--- src/rtl/grid_paint_writer.sv ---
// Consumer end of the grid paint interface: buffers paint beats and serialises them into
// frame-buffer writes, sweeping the buffer clear on reset/clear_req. Option: GRID_PAINT_BORDER_EN.
module grid_paint_writer #(
  parameter int unsigned GRID_W       = 64,
  parameter int unsigned GRID_H       = 64,
  parameter int unsigned COLOR_W      = 4,
  parameter int unsigned FIFO_DEPTH   = 4,
  parameter logic [COLOR_W-1:0] BG_COLOR     = '0,
  parameter logic [COLOR_W-1:0] BORDER_COLOR = '1,
  localparam int unsigned XW = $clog2(GRID_W),
  localparam int unsigned YW = $clog2(GRID_H),
  localparam int unsigned AW = XW + YW
) (
  input  logic               clock,
  input  logic               reset,
  input  logic               paint_valid,
  input  logic [AW-1:0]      player_pos_paint,
  input  logic [COLOR_W-1:0] paint_val_play,
  input  logic [AW-1:0]      new_wall_pos_paint,
  input  logic [COLOR_W-1:0] paint_val_wall,
  output logic               paint_ready,
  input  logic               clear_req,
  output logic               fb_we,
  output logic [AW-1:0]      fb_addr,
  output logic [COLOR_W-1:0] fb_data,
  output logic               busy,
  output logic               overflow
);

  localparam int unsigned PW     = $clog2(FIFO_DEPTH);
  localparam int unsigned BEAT_W = 2 * (AW + COLOR_W);
  localparam logic [AW-1:0] LAST_CELL = AW'(GRID_W * GRID_H - 1);
  localparam logic [PW:0]   PTR_ONE   = (PW + 1)'(1);

  typedef enum logic [1:0] {StClear, StIdle, StWall, StPlay} state_e;

  state_e             state_q;
  logic [AW-1:0]      sweep_cnt_q;
  logic [PW:0]        wr_ptr_q, rd_ptr_q;
  logic [BEAT_W-1:0]  fifo_q [FIFO_DEPTH];

  logic               fifo_empty, fifo_full, push;
  logic [AW-1:0]      head_wall_pos, head_play_pos;
  logic [COLOR_W-1:0] head_wall_val, head_play_val;

  // Colour the clear sweep writes at a given {y,x} address.
  function automatic logic [COLOR_W-1:0] sweep_color(input logic [AW-1:0] addr);
`ifdef GRID_PAINT_BORDER_EN
    logic [XW-1:0] x;
    logic [YW-1:0] y;
    x = addr[XW-1:0];
    y = addr[AW-1:XW];
    if (x == '0 || x == XW'(GRID_W - 1) || y == '0 || y == YW'(GRID_H - 1)) begin
      return BORDER_COLOR;
    end
    return BG_COLOR;
`else
    return (addr == addr) ? BG_COLOR : BG_COLOR;
`endif
  endfunction

  // Extra pointer bit distinguishes full from empty.
  assign fifo_empty = (wr_ptr_q == rd_ptr_q);
  assign fifo_full  = (wr_ptr_q[PW] != rd_ptr_q[PW]) && (wr_ptr_q[PW-1:0] == rd_ptr_q[PW-1:0]);

  assign paint_ready = (state_q != StClear) && !fifo_full && !clear_req;
  assign push        = paint_valid && paint_ready;
  assign busy        = (state_q != StIdle) || !fifo_empty;

  assign {head_wall_val, head_wall_pos, head_play_val, head_play_pos} =
      fifo_q[rd_ptr_q[PW-1:0]];

  // Storage needs no reset: pointers alone define occupancy.
  always_ff @(posedge clock) begin
    if (push) begin
      fifo_q[wr_ptr_q[PW-1:0]] <= {paint_val_wall, new_wall_pos_paint,
                                   paint_val_play, player_pos_paint};
    end
  end

  always_ff @(posedge clock) begin
    if (!reset) begin
      state_q     <= StClear;
      sweep_cnt_q <= '0;
      wr_ptr_q    <= '0;
      rd_ptr_q    <= '0;
      overflow    <= 1'b0;
      fb_we       <= 1'b0;
      fb_addr     <= '0;
      fb_data     <= '0;
    end else if (clear_req) begin
      // Restart: this edge already writes cell 0, and the sweep starts over from 0.
      state_q     <= StClear;
      sweep_cnt_q <= '0;
      wr_ptr_q    <= '0;
      rd_ptr_q    <= '0;
      overflow    <= 1'b0;
      fb_we       <= 1'b1;
      fb_addr     <= '0;
      fb_data     <= sweep_color('0);
    end else begin
      if (push) begin
        wr_ptr_q <= wr_ptr_q + PTR_ONE;
      end
      if (paint_valid && !paint_ready && state_q != StClear) begin
        overflow <= 1'b1;
      end
      unique case (state_q)
        StClear: begin
          fb_we       <= 1'b1;
          fb_addr     <= sweep_cnt_q;
          fb_data     <= sweep_color(sweep_cnt_q);
          sweep_cnt_q <= sweep_cnt_q + AW'(1);
          if (sweep_cnt_q == LAST_CELL) begin
            state_q <= StIdle;
          end
        end
        StIdle: begin
          fb_we <= 1'b0;
          if (!fifo_empty) begin
            state_q <= StWall;
          end
        end
        StWall: begin
          fb_we   <= 1'b1;
          fb_addr <= head_wall_pos;
          fb_data <= head_wall_val;
          state_q <= StPlay;
        end
        StPlay: begin
          fb_we    <= 1'b1;
          fb_addr  <= head_play_pos;
          fb_data  <= head_play_val;
          rd_ptr_q <= rd_ptr_q + PTR_ONE;
          // A beat pushed on this same edge keeps the FIFO non-empty.
          if (push || (wr_ptr_q != rd_ptr_q + PTR_ONE)) begin
            state_q <= StWall;
          end else begin
            state_q <= StIdle;
          end
        end
        default: begin
          state_q <= StClear;
          fb_we   <= 1'b0;
        end
      endcase
    end
  end

endmodule

--- config.mk ---
export PLATFORM = sky130hd
export DESIGN_NAME = grid_paint_writer
export DESIGN_NICKNAME = d
export VERILOG_FILES = /design/src/rtl/grid_paint_writer.sv
export SDC_FILE = /design/constraint.sdc
export NUM_CORES = 1
export LEC_CHECK = 0
export BUFFER_PORTS_ARGS = -buffer_cell sky130_fd_sc_hd__buf_2
export CORE_MARGIN = 1.5
export CORE_UTILIZATION = 45
export CTS_BUF_LIST = sky130_fd_sc_hd__clkbuf_4 sky130_fd_sc_hd__clkbuf_8
export DETAILED_ROUTE_END_ITERATION = 10
export GPL_TIMING_DRIVEN = 0
export HOLD_SLACK_MARGIN = 0.12
export PLACE_DENSITY = 0.65
export SLEW_MARGIN = 40
export SYNTH_ARGS = -nofsm -noshare
export SYNTH_HDL_FRONTEND = slang
export SYNTH_SLANG_ARGS = --single-unit
--- constraint.sdc ---
create_clock -name clock -period 2.3 [get_ports clock]
set_input_delay 0.115 -clock clock [delete_from_list [all_inputs] [get_ports clock]]
set_output_delay 0.115 -clock clock [all_outputs]
set_load 0.02 [all_outputs]
==> impl_metrics.tcl <==
set metrics [dict create \
    ys_warn_count 0 \
    crit_path_end_kind "register" \
    cp_cell_sequence "xnor2_1 > a311oi_4 > and2_4" \
    crit_family "simple AND/OR/NAND/NOR gates" \
    gr-total-overflow 0 \
    drtIter0Drc 231 \
    timing.final.crit_share 0.950 \
    path_clk_slew_ps 80 \
    port_buffers 55 \
    avgViaCountPerCell 5.32 \
    netlist_top_cells_area "edfxtp_1 (58%), mux4_2 (15%), dfxtp_1 (12%), xor2_1 (1.9%), ha_1 (1.1%)" \
    track_usage 0.172 \
    cts_buffers 17 \
    grt_setup_unrepaired "false" \
    clockPowerShare 0.409 \
    slew_headroom 0.483 \
    synth_edf_count 128 \
    gp_congestion 0.732 \
    drt_wl_total_um 12700 \
    clock-root-buffer "clkbuf_8" \
    grt_pass1_wl_um 19800 \
    nets 507 \
    wl_per_cell_um 19.1 \
    core_area_um2 14400 \
    critPathMaxStageDelay_ps 580 \
    slowest_stage "and2_4" \
    ys_seq_area_frac 0.703 \
    drt-pass1-iter-count 4 \
    finClkSkew_ps 12.0 \
    synth_most_common_cell "edfxtp_1" \
    netSwitchingPower_uw 1090 \
    worst_pin_slew_ps 776 \
    multi_input_area_um2 1870 \
    route.detailed.drc 0 \
    synth_top_area_share 0.581 \
    synth_top_cell_by_area "edfxtp_1" \
    switching_share 0.189 \
    leakagePower_uw 0.00267 \
    fp.dieArea_um2 15400 \
    synthFlopType "edfxtp_1" \
    final_util 0.552 \
    synth.distinct_cells 39 \
    clock_tree.buffer_depth 2 \
    cp_num_buf_inv 0 \
    hold_class "in2reg" \
    instances_no_fill 662 \
    p_comb_frac 0.023 \
    power_density_nw_per_um2 720 \
    synthesis.area_um2 6610 \
    hold_violations 0 \
    status "finished, final reports clean" \
    ios 56 \
    die_y_um 124 \
    tns_ps 0 \
    num_antenna_cells 0 \
    antenna_left 0 \
    grt_pass1_vias 3601 \
    cts.sinks 168 \
    drive_above_1_share 0.314 \
    syn_avg_cell_area_um2 18.7 \
    crit_required_ps 2390 \
    internal_power_uw 4650 \
    slew_violations 0 \
    num_rows 44 \
    critical_path_class "reg2reg" \
    syn_nets 396 \
    crit_path_start_kind "register" \
    async_flop_share 0 \
    syn_to_final_growth_pct 20.5 \
    setup_viol 0 \
    power_frac_seq 0.568 \
    fin_crit_ps 2180 \
    cap_violations 0 \
    placed_cells 593 \
    cts_tree "done" \
    synthCells 354 \
    clk-insertion-delay-late_ps 450 \
    cts_max_level 4 \
    cp_max_fo 32 \
    grt_start_max_net_pins 34 \
    route.vias.total 3519 \
    final-seq-area_um2 4650 \
    ys_seq_elements 168 \
    fmax_mhz 458 \
    antenna_found_initial 0 \
    n_fill_cell 1162 \
    start_util 0.458 \
    synth_common_cells "edfxtp_1 (128), mux4_2 (43), dfxtp_1 (40)" \
    irDropWorstVdd_uv 346 \
    worstPathArrival_ps 2270 \
    dp.final_hpwl_um 7720 \
    die_x_um 124 \
    worst_hold_slack_ps 412 \
]
[final timing paths]
path,from,end,slack [ps],cells after the start
setup / recovery,rd_ptr_q[0]$_SDFFE_PP0P_,fifo_q[0][26]$_DFFE_PP_,120,3
hold / removal,paint_val_wall[3],fifo_q[2][31]$_DFFE_PP_,410,2
setup reg to reg,rd_ptr_q[0]$_SDFFE_PP0P_,fifo_q[0][26]$_DFFE_PP_,120,3
hold reg to reg,overflow$_SDFFE_PP0P_,overflow$_SDFFE_PP0P_,480,2
[per-layer routing]
metal | track usage | vias to the layer above | part of all wire
met5 | 0 | - | 0
met4 | 0.0595 | 0 | 0.014
met3 | 0.0397 | 17 | 0.036
met2 | 0.289 | 62 | 0.51
met1 | 0.222 | 1819 | 0.44
li1 | - | 1621 | -
[cell type report]
class                           count  area share
Buffer                             19      0.0149
Clock buffer                       19      0.0320
Clock inverter                     13      0.0253
Inverter                            3     0.00141
Multi-Input combinational cell    165       0.234
Sequential cell                   168       0.583
Tap cell                          184      0.0289
Timing Repair Buffer               91      0.0798
[state kept, by name, indices dropped and copies added (netlist names), named ones only]
| signal | cells |
|---|---|
| fb_addr | 12 |
| fb_data | 4 |
| fb_we | 1 |
| fifo_q | 128 |
| overflow | 1 |
| rd_ptr_q | 3 |
| state_q | 2 |
| sweep_cnt_q | 12 |
| wr_ptr_q | 3 |
[cells in the final DEF (no fill, tap or decap), types with 2 or more instances in the layout]
| cell | Yosys | final |
|---|---|---|
| a311oi_1 | 5 | 5 |
| dfxtp_1 | 40 | 39 |
| nand2_1 | 15 | 15 |
| dlygate4sd3_1 | 0 | 36 |
| buf_2 | 2 | 57 |
| mux4_2 | 43 | 43 |
| clkbuf_1 | 8 | 8 |
| xor2_1 | 14 | 14 |
| clkbuf_2 | 0 | 2 |
| and4bb_1 | 2 | 2 |
| clkinvlp_4 | 0 | 3 |
| and4_1 | 2 | 2 |
| edfxtp_1 | 128 | 128 |
| nor2b_4 | 5 | 5 |
| clkinv_2 | 0 | 4 |
| buf_6 | 2 | 2 |
| nand4_1 | 5 | 5 |
| inv_1 | 3 | 3 |
| a21oi_1 | 7 | 7 |
| o21ai_1 | 3 | 3 |
| and2_4 | 0 | 4 |
| buf_1 | 5 | 3 |
| xnor2_1 | 5 | 5 |
| clkbuf_8 | 0 | 18 |
| nand3_1 | 5 | 5 |
| nor2b_1 | 8 | 8 |
| nor2_1 | 20 | 20 |
| bufinv_16 | 0 | 5 |
| ha_1 | 6 | 6 |
[cell families (layout without fill, tap and decap cells)]
logic type	count (synthesis)	after routing	share of synthesized area
adder cells (fa/ha/maj)	6	6	0.0114
AND/OR/NAND/NOR	72	73	0.0636
flip-flops	168	168	0.703
multiplexers	45	45	0.152
buffers and inverters	22	145	0.0193
AO/OA/AOI/OAI	21	21	0.0225
XOR/XNOR	20	20	0.0286
[metrics by stage]
stage	power, uW	area, um2	worst slack [ps]
6_report	5740	7970	116
3_5_place_dp	3410	7130	41.5
3_3_place_gp	3410	7120	-795
2_1_floorplan	3350	6610	7.30
5_1_grt	5910	7970	1.55
4_1_cts	5780	7940	24.0
[worst reg2reg max path, stage by stage, from the launching register on]
cell	delay, ps
dfxtp_1	430
xnor2_1	200
a311oi_4	570
and2_4	580
[what timing repair did]
item	CTS	global route
setup endpoints to repair	0	134
buffers inserted	0	0
endpoints found under the hold margin	131	0
resized for setup	0	4
hold buffers	36	0
[power groups by stage]
stage	sequential (uW)	clock, uW	combinational (uW)
6_report	3260	2350	131
5_1_grt	3260	2510	143
4_1_cts	3260	2390	131
3_5_place_dp	3330	0	83.5
3_3_place_gp	3330	0	77.9
2_1_floorplan	3330	0	20.3
No activity file was read; power rests on OpenSTA's default activity.
